--- src/rtl/read_pointer_ctrl_pkg.sv ---
// Shared definitions for the read-side pointer controller of the asynchronous FIFO:
// default parameters and the binary/Gray helpers used by the pointer logic.
package read_pointer_ctrl_pkg;

  localparam int DEF_SIZE               = 4;
  localparam int DEF_SYNC_STAGES        = 2;
  localparam int DEF_ALMOST_EMPTY_LEVEL = 1;

  // Helpers work on a wide container so any SIZE up to 31 can reuse them.
  localparam int MAX_PTR_W = 32;

  typedef logic [MAX_PTR_W-1:0] wide_ptr_t;

  function automatic int fifo_depth(input int size);
    return 1 << size;
  endfunction

  function automatic wide_ptr_t bin2gray(input wide_ptr_t bin);
    return bin ^ (bin >> 1);
  endfunction

endpackage

--- src/rtl/read_pointer_ctrl_if.sv ---
// Consumer-facing bundle of the read-side controller: pop request, incoming Gray
// write pointer, and the address/flags/level/Gray pointer it produces.
interface read_pointer_ctrl_if #(
  parameter int SIZE = 4
) ();

  // read_inc is a pop request; it is accepted on a read_clk edge only when
  // read_empty is low at that edge, otherwise it is ignored without side effects.
  logic            read_inc;
  logic [SIZE:0]   write_pointer_grey;
  logic            read_empty;
  logic            read_almost_empty;
  logic [SIZE-1:0] read_address;
  logic [SIZE:0]   read_pointer;
  logic [SIZE:0]   read_level;

  modport master (
    output read_inc,
    output write_pointer_grey,
    input  read_empty,
    input  read_almost_empty,
    input  read_address,
    input  read_pointer,
    input  read_level
  );

  modport slave (
    input  read_inc,
    input  write_pointer_grey,
    output read_empty,
    output read_almost_empty,
    output read_address,
    output read_pointer,
    output read_level
  );

endinterface

--- src/rtl/read_pointer_ctrl_gray2bin.sv ---
// Combinational Gray -> binary conversion for a SIZE+1 bit FIFO pointer.
module read_pointer_ctrl_gray2bin
  import read_pointer_ctrl_pkg::*;
#(
  parameter int SIZE = DEF_SIZE
) (
  input  logic [SIZE:0] gray,
  output logic [SIZE:0] bin
);

  // Each binary bit is the XOR of all Gray bits at or above it.
  always_comb begin
    bin       = '0;
    bin[SIZE] = gray[SIZE];
    for (int i = SIZE - 1; i >= 0; i--) begin
      bin[i] = bin[i+1] ^ gray[i];
    end
  end

endmodule

--- src/rtl/read_pointer_ctrl.sv ---
// Read-domain pointer/flag controller of the asynchronous FIFO: synchronises the Gray
// write pointer and maintains the read pointer, empty flags and occupancy.
module read_pointer_ctrl
  import read_pointer_ctrl_pkg::*;
#(
  parameter int SIZE               = DEF_SIZE,
  parameter int SYNC_STAGES        = DEF_SYNC_STAGES,
  parameter int ALMOST_EMPTY_LEVEL = DEF_ALMOST_EMPTY_LEVEL
) (
  input  logic               read_clk,
  input  logic               read_reset,
  read_pointer_ctrl_if.slave bus
);

  localparam int            PW       = SIZE + 1;
  localparam logic [PW-1:0] AE_LEVEL = PW'(ALMOST_EMPTY_LEVEL);

  logic [PW-1:0] sync_q [SYNC_STAGES];
  logic [PW-1:0] wptr_sync;
  logic [PW-1:0] wptr_bin;

  logic [PW-1:0] bin_q;
  logic [PW-1:0] gray_q;
  logic [PW-1:0] level_q;
  logic          empty_q;
  logic          almost_empty_q;

  logic          do_read;
  logic [PW-1:0] bin_next;
  logic [PW-1:0] gray_next;
  logic [PW-1:0] level_next;

  // Write-pointer synchroniser: the only flops that sample the asynchronous input.
  for (genvar i = 0; i < SYNC_STAGES; i++) begin : g_sync
    if (i == 0) begin : g_first
      always_ff @(posedge read_clk) begin
        if (read_reset) begin
          sync_q[i] <= '0;
        end else begin
          sync_q[i] <= bus.write_pointer_grey;
        end
      end
    end else begin : g_rest
      always_ff @(posedge read_clk) begin
        if (read_reset) begin
          sync_q[i] <= '0;
        end else begin
          sync_q[i] <= sync_q[i-1];
        end
      end
    end
  end

  assign wptr_sync = sync_q[SYNC_STAGES-1];

  read_pointer_ctrl_gray2bin #(
    .SIZE (SIZE)
  ) u_gray2bin (
    .gray (wptr_sync),
    .bin  (wptr_bin)
  );

  // Flags use the stale synchronised pointer, so they can only err towards empty.
  always_comb begin
    do_read    = bus.read_inc & ~empty_q;
    bin_next   = bin_q + PW'(do_read);
    gray_next  = PW'(bin2gray(wide_ptr_t'(bin_next)));
    level_next = wptr_bin - bin_next;
  end

  always_ff @(posedge read_clk) begin
    if (read_reset) begin
      bin_q          <= '0;
      gray_q         <= '0;
      level_q        <= '0;
      empty_q        <= 1'b1;
      almost_empty_q <= 1'b1;
    end else begin
      bin_q          <= bin_next;
      gray_q         <= gray_next;
      level_q        <= level_next;
      empty_q        <= (gray_next == wptr_sync);
      almost_empty_q <= (level_next <= AE_LEVEL);
    end
  end

  assign bus.read_empty        = empty_q;
  assign bus.read_almost_empty = almost_empty_q;
  assign bus.read_address      = bin_q[SIZE-1:0];
  assign bus.read_pointer      = gray_q;
  assign bus.read_level        = level_q;

endmodule

--- src/flat_wrapper.sv ---
// flat-port wrapper written by rule: the top's interface ports become plain ports
module read_pointer_ctrl_flat import read_pointer_ctrl_pkg::*;
#(
  parameter int SIZE               = DEF_SIZE,
  parameter int SYNC_STAGES        = DEF_SYNC_STAGES,
  parameter int ALMOST_EMPTY_LEVEL = DEF_ALMOST_EMPTY_LEVEL
)
  (read_clk, read_reset, bus_read_inc, bus_write_pointer_grey, bus_read_empty, bus_read_almost_empty, bus_read_address, bus_read_pointer, bus_read_level);
  read_pointer_ctrl_if #(.SIZE(SIZE)) bus_i ();
  input  logic read_clk;
  input  logic read_reset;
  input wire logic [$bits(bus_i.read_inc)-1:0] bus_read_inc;
  input wire logic [$bits(bus_i.write_pointer_grey)-1:0] bus_write_pointer_grey;
  output wire logic [$bits(bus_i.read_empty)-1:0] bus_read_empty;
  output wire logic [$bits(bus_i.read_almost_empty)-1:0] bus_read_almost_empty;
  output wire logic [$bits(bus_i.read_address)-1:0] bus_read_address;
  output wire logic [$bits(bus_i.read_pointer)-1:0] bus_read_pointer;
  output wire logic [$bits(bus_i.read_level)-1:0] bus_read_level;
  assign bus_i.read_inc = bus_read_inc;
  assign bus_i.write_pointer_grey = bus_write_pointer_grey;
  assign bus_read_empty = bus_i.read_empty;
  assign bus_read_almost_empty = bus_i.read_almost_empty;
  assign bus_read_address = bus_i.read_address;
  assign bus_read_pointer = bus_i.read_pointer;
  assign bus_read_level = bus_i.read_level;
  read_pointer_ctrl #(.SIZE(SIZE), .SYNC_STAGES(SYNC_STAGES), .ALMOST_EMPTY_LEVEL(ALMOST_EMPTY_LEVEL)) u_core (.read_clk(read_clk), .read_reset(read_reset), .bus(bus_i));
endmodule
--- config.mk ---
export PLATFORM = sky130hd
export DESIGN_NAME = read_pointer_ctrl_flat
export DESIGN_NICKNAME = d
export VERILOG_FILES = /design/src/rtl/read_pointer_ctrl_pkg.sv /design/src/rtl/read_pointer_ctrl_if.sv /design/src/rtl/read_pointer_ctrl_gray2bin.sv /design/src/rtl/read_pointer_ctrl.sv /design/src/flat_wrapper.sv
export SDC_FILE = /design/constraint.sdc
export NUM_CORES = 1
export LEC_CHECK = 0
export ABC_AREA = 0
export CORE_ASPECT_RATIO = 1.1
export CORE_MARGIN = 5
export CORE_UTILIZATION = 43
export CTS_BUF_LIST = sky130_fd_sc_hd__clkbuf_8
export DETAILED_ROUTE_END_ITERATION = 8
export DONT_BUFFER_PORTS = 1
export PLACE_DENSITY = 0.62
export SLEW_MARGIN = 20
export SYNTH_ARGS = -nofsm -noshare
export SYNTH_HDL_FRONTEND = slang
export SYNTH_SLANG_ARGS = --single-unit
export TNS_END_PERCENT = 50
--- constraint.sdc ---
create_clock -name read_clk -period 3.5 [get_ports read_clk]
set_input_delay 0.525 -clock read_clk [delete_from_list [all_inputs] [get_ports read_clk]]
set_output_delay 0.525 -clock read_clk [all_outputs]
set_load 0.02 [all_outputs]
## Yosys cells after proc, flatten, opt, wreduce, memory -nomap -nowiden

Memory sizes are Yosys's and may differ from the RTL's.
Cells that the tools add are included.

- Output and inout port bits: 16
- Bits of input ports: 8
- RAM bits: 10
- Logic and storage cells: 24
- Register bits after elaboration: 17
- Memories kept: 1

Memory list:

| memory | depth | bits a word | read ports | clocked after Yosys merged registers in | write ports | line | text |
|---|---|---|---|---|---|---|---|
| u_core.sync_q | 2 | 5 | 2 | 0 | 2 | read_pointer_ctrl.sv:18 | `logic [PW-1:0] sync_q [SYNC_STAGES];` |

- Muxes and demuxes: 5
- Bitwise gates (word level): 9
- $lt $le $gt $ge: 1
- Add/subtract/negate cells: 2
- Eq/ne operators: 1

Operators with widths:

| operator | count |
|---|---|
| 2-to-1 mux 5 bit | 2 |
| adder 5 x 1 -> 5 bit | 1 |
| equality test 5 bit | 1 |
| <= comparator 5 x 1 -> 1 bit (second input constant) | 1 |
| subtractor 5 bit | 1 |
| XOR 5 x 4 -> 5 bit | 1 |
| XOR 1 bit | 4 |
| 2-to-1 mux 1 bit | 3 |
| bitwise OR 1 bit | 2 |
| AND 1 bit | 1 |
| inverter 1 bit | 1 |

## Depth between registers and ports, before layout

- Word-level depth: 6
- Mapped depth: 10
- Depth with buffers taken out: 10

## Modules after synthesis

Synthesis repeated with hierarchy kept, for this count alone.

- Cells, all modules: 115
- Area total of the unflattened synthesis: 1177.4 µm²

Modules (own cells, without submodules):

| module | times used | area an instance (µm²) | seq. area each (µm²) | cells an instance |
|---|---|---|---|---|
| read_pointer_ctrl | 1 | 1104.8 | 520.5 | 109 |
| read_pointer_ctrl_gray2bin | 1 | 72.6 | 0.0 | 6 |

## Least setup slack after synthesis

OpenSTA, ideal clock, no wires.

- Path type: register to register
- Start: memory u_core.sync_q[1][2] (netlist name)
- End: register u_core.almost_empty_q, in the netlist u_core.bus.read_almost_empty
- Path slack: 0.695 ns
- Required time: 3.397 ns
- Period minus slack after synthesis: 2.805 ns
- Library setup time: 0.103 ns
- Cell stages (with the launch flop): 10
- Buffers on the path: 0
- Data arrival time: 2.702 ns
- Cell sequence: dfxtp_1 > xor3_2 > xnor2_1 > xor2_1 > ha_1 > fa_1 > and2b_2 > a221o_1 > xor2_1 > a2111oi_2

RTL lines:

| what | line | text |
|---|---|---|
| from (decl) | read_pointer_ctrl.sv:18 |  |
| to (signal assigned) | read_pointer_ctrl.sv:83 | `almost_empty_q <= (level_next <= AE_LEVEL);` |
| to (decl) | read_pointer_ctrl.sv:26 | `logic almost_empty_q;` |

==> results.md <==
- Largest stage delay, worst path: between 400 and 500 ps
- Final setup viols: 0
- Post-CTS Setup Bufs: 0
- First-pass GRT wire length: 2.97 mm
- Nets: 118
- Hold_buf cts: 0
- IO Port Bufs: 0
- Number of global-route vias before repair: roughly 640
- DR iter-0 viols: 23
- Syn nets: roughly 110
- Syn. warnings: 0
- Top cell by count, worst path: xor2_1
- Total power: 0.000697 W
- N_diodes: 0
- RSZ-0062 raised after global routing: no
- Synth Register Bits: 26
- GR Overflow Total: 0
- Clock Skews: 7.79 ps
- TritonCTS clock tree: done
- Peak VDD IR: 0.235 mV
- Post-route setup slack: around 520 ps
- Layout area overhead: 10.2%
- Depth of the CTS H-tree: 1
- HPWL Detailed: 1.30 mm
- Final setup TNS: 0 ps
- Die H: roughly 62 um
- Pwr per Cell Area: 588 nW/um^2
- Critical-path cell list: xor3_2, xnor2_1, xor2_1, ha_1, fa_1, and2b_2, a221o_1, xor2_1, a2111oi_2
- Dpl cell area: ~1100 um^2
- MaxCap Viol Count: 0
- Hold Violations, Final: 0
- Clk root buf: clkbuf_8
- Most frequent cells in the layout: 26 x dfxtp_1, 13 x nor2b_1, 12 x nor2_1
- Clk Latency, worst-skew pair: 280 ps
- DR WL/cell: about 13 um
- Hold crit path type: primary input to flip-flop
- Finished Cell Area: ~1200 um^2
- DRC violations left: 0
- Core ar.: about 2400 um^2
- Vias per cell: about 4.8
- Largest net degree at the start of global routing: 26
- Routed Antenna Nets: 0
- Sequential element share of the synthesized area: 48.4%
- Leakage: slightly below 0.5 nW
- Largest fanout on the critical path: 3
- Syn_area_per_cell: 10.9 um^2
- Cell count after synthesis: 99
- Initial Util: ~44%
- Util after Layout: 48.4%
- Gr usage total: around 11%
- IO Count: 24
- Worst Path Arrival: between 3000 and 4000 ps
- Clk buf depth: 2
- Initial DRT Pass Iterations: 4
- Share of layout cells above drive strength 1: between 10% and 20%
- Gpl congestion: about 0.82
- Post-cts sizing count: 0
- Via count: 641
- Pre-CTS setup slack: 523 ps
- Number of flops mapped to enable cells by yosys: 0
- WP data required: 3670 ps
- Crit-path slowest cell: xor3_2
- Crit share post-route: between 80% and 90%
- Reg clk slew, reported paths: ~90 ps
- Synth Cell Area: 1070 um^2
- TritonCTS buffer count: 3
- Max-slew headroom: 72.6%
- Unique masters post-synth: 24
- Asr flop ratio synth: 0%
- Main synth FF type: dfxtp_1
- Full die area: about 3600 um^2
- Actual slew at the worst max-slew pin: between 400 and 500 ps
- Pins Over Slew Limit: 0
- FP Rows: 19
- Final wirelength: between 1.5 and 2 mm
- Setup crit end kind: flip-flop
- Initial antenna violation count: 0
- Most common cell after layout, fill and taps aside: dfxtp_1
- Die X: 57.7 um
- FMAX: 0.336 GHz
- Critical path class: flip-flop to flip-flop
- Outcome: completed
- Startpoint Class: flip-flop
- Clk sink count: 26
- Final min period: about 3000 ps
## state kept, by name, summed over array words and instances, names as in the netlist
| signal | count |
|---|---|
| u_core.bin_q | 4 |
| u_core.bus.read_almost_empty | 1 |
| u_core.bus.read_empty | 1 |
| u_core.bus.read_level | 5 |
| u_core.bus.read_pointer | 5 |
| u_core.sync_q | 10 |
## logic make-up after synthesis
kind of cell    share of synthesized area [%]
fa+ha+maj                                8.85
simple gates                             17.0
compound gates                           4.77
buf+inv                                  2.10
mux                                     0.931
flops                                    48.4
xor+xnor                                 17.9
## cells in the mapped netlist (2+ instances only)
cell type	n	area, um^2
clkbuf_1	2	7.51
dfxtp_1	26	521
ha_1	6	75.1
inv_1	4	15.0
nand2_1	3	11.3
nand3_1	2	10.0
nor2_1	12	45.0
nor2b_1	13	81.3
o21ai_0	2	10.0
xnor2_1	5	43.8
xor2_1	11	96.3
## area by class of cell
class                   count  area, um^2
fillers                   216        1260
multi-input cells          67         532
flip-flops and latches     26         520
clock buffers               3        41.3
well taps                  31        38.8
clock inverters             1        30.0
inverters                   4        15.0
repair buffers              1        7.51
## where the power goes
group          leakage [nW]  internal [W]  switching [W]
sequential            0.214      0.000322      0.0000361
clock                0.0357      0.000153      0.0000956
combinational         0.244     0.0000461      0.0000443
## per-stage QoR
step	hold slack [ps]	std cells
after floorplan	414	99
after global placement	419	129
after detailed placement	422	129
after CTS	298	133
after global routing	286	133
final	304	133
## path summary, 6_finish.rpt
check / start / to / slack, ps / depth (start not counted)
max: u_core.sync_q[1][2] / u_core.bus.read_almost_empty / 520 / 9
min reg2reg: u_core.sync_q[0][3] / u_core.sync_q[1][3] / 440 / 1
min: read_reset / u_core.sync_q[0][2] / 300 / 1
max reg2reg: u_core.sync_q[1][2] / u_core.bus.read_almost_empty / 520 / 9
## layer usage
metal  up-vias  routed length [um]  global-route usage, %  part of all wire [%]
li1        324                   -                      -                     -
met1       292                 661                   11.3                    39
met2        18                 867                   17.9                    51
met3         7                 103                   2.89                   6.0
met4         0                  70                   8.12                   4.1
met5         -                   0                      0                     0
## critical path: cells and delay by family, from the launching register on
family	cells	cell delay [ps]
AND/OR/NAND/NOR	1	220
AO/OA/AOI/OAI	2	680
flip-flops	1	360
adder cells (fa/ha/maj)	2	420
XOR/XNOR	4	1190
Power figures use the tool's default switching activity.
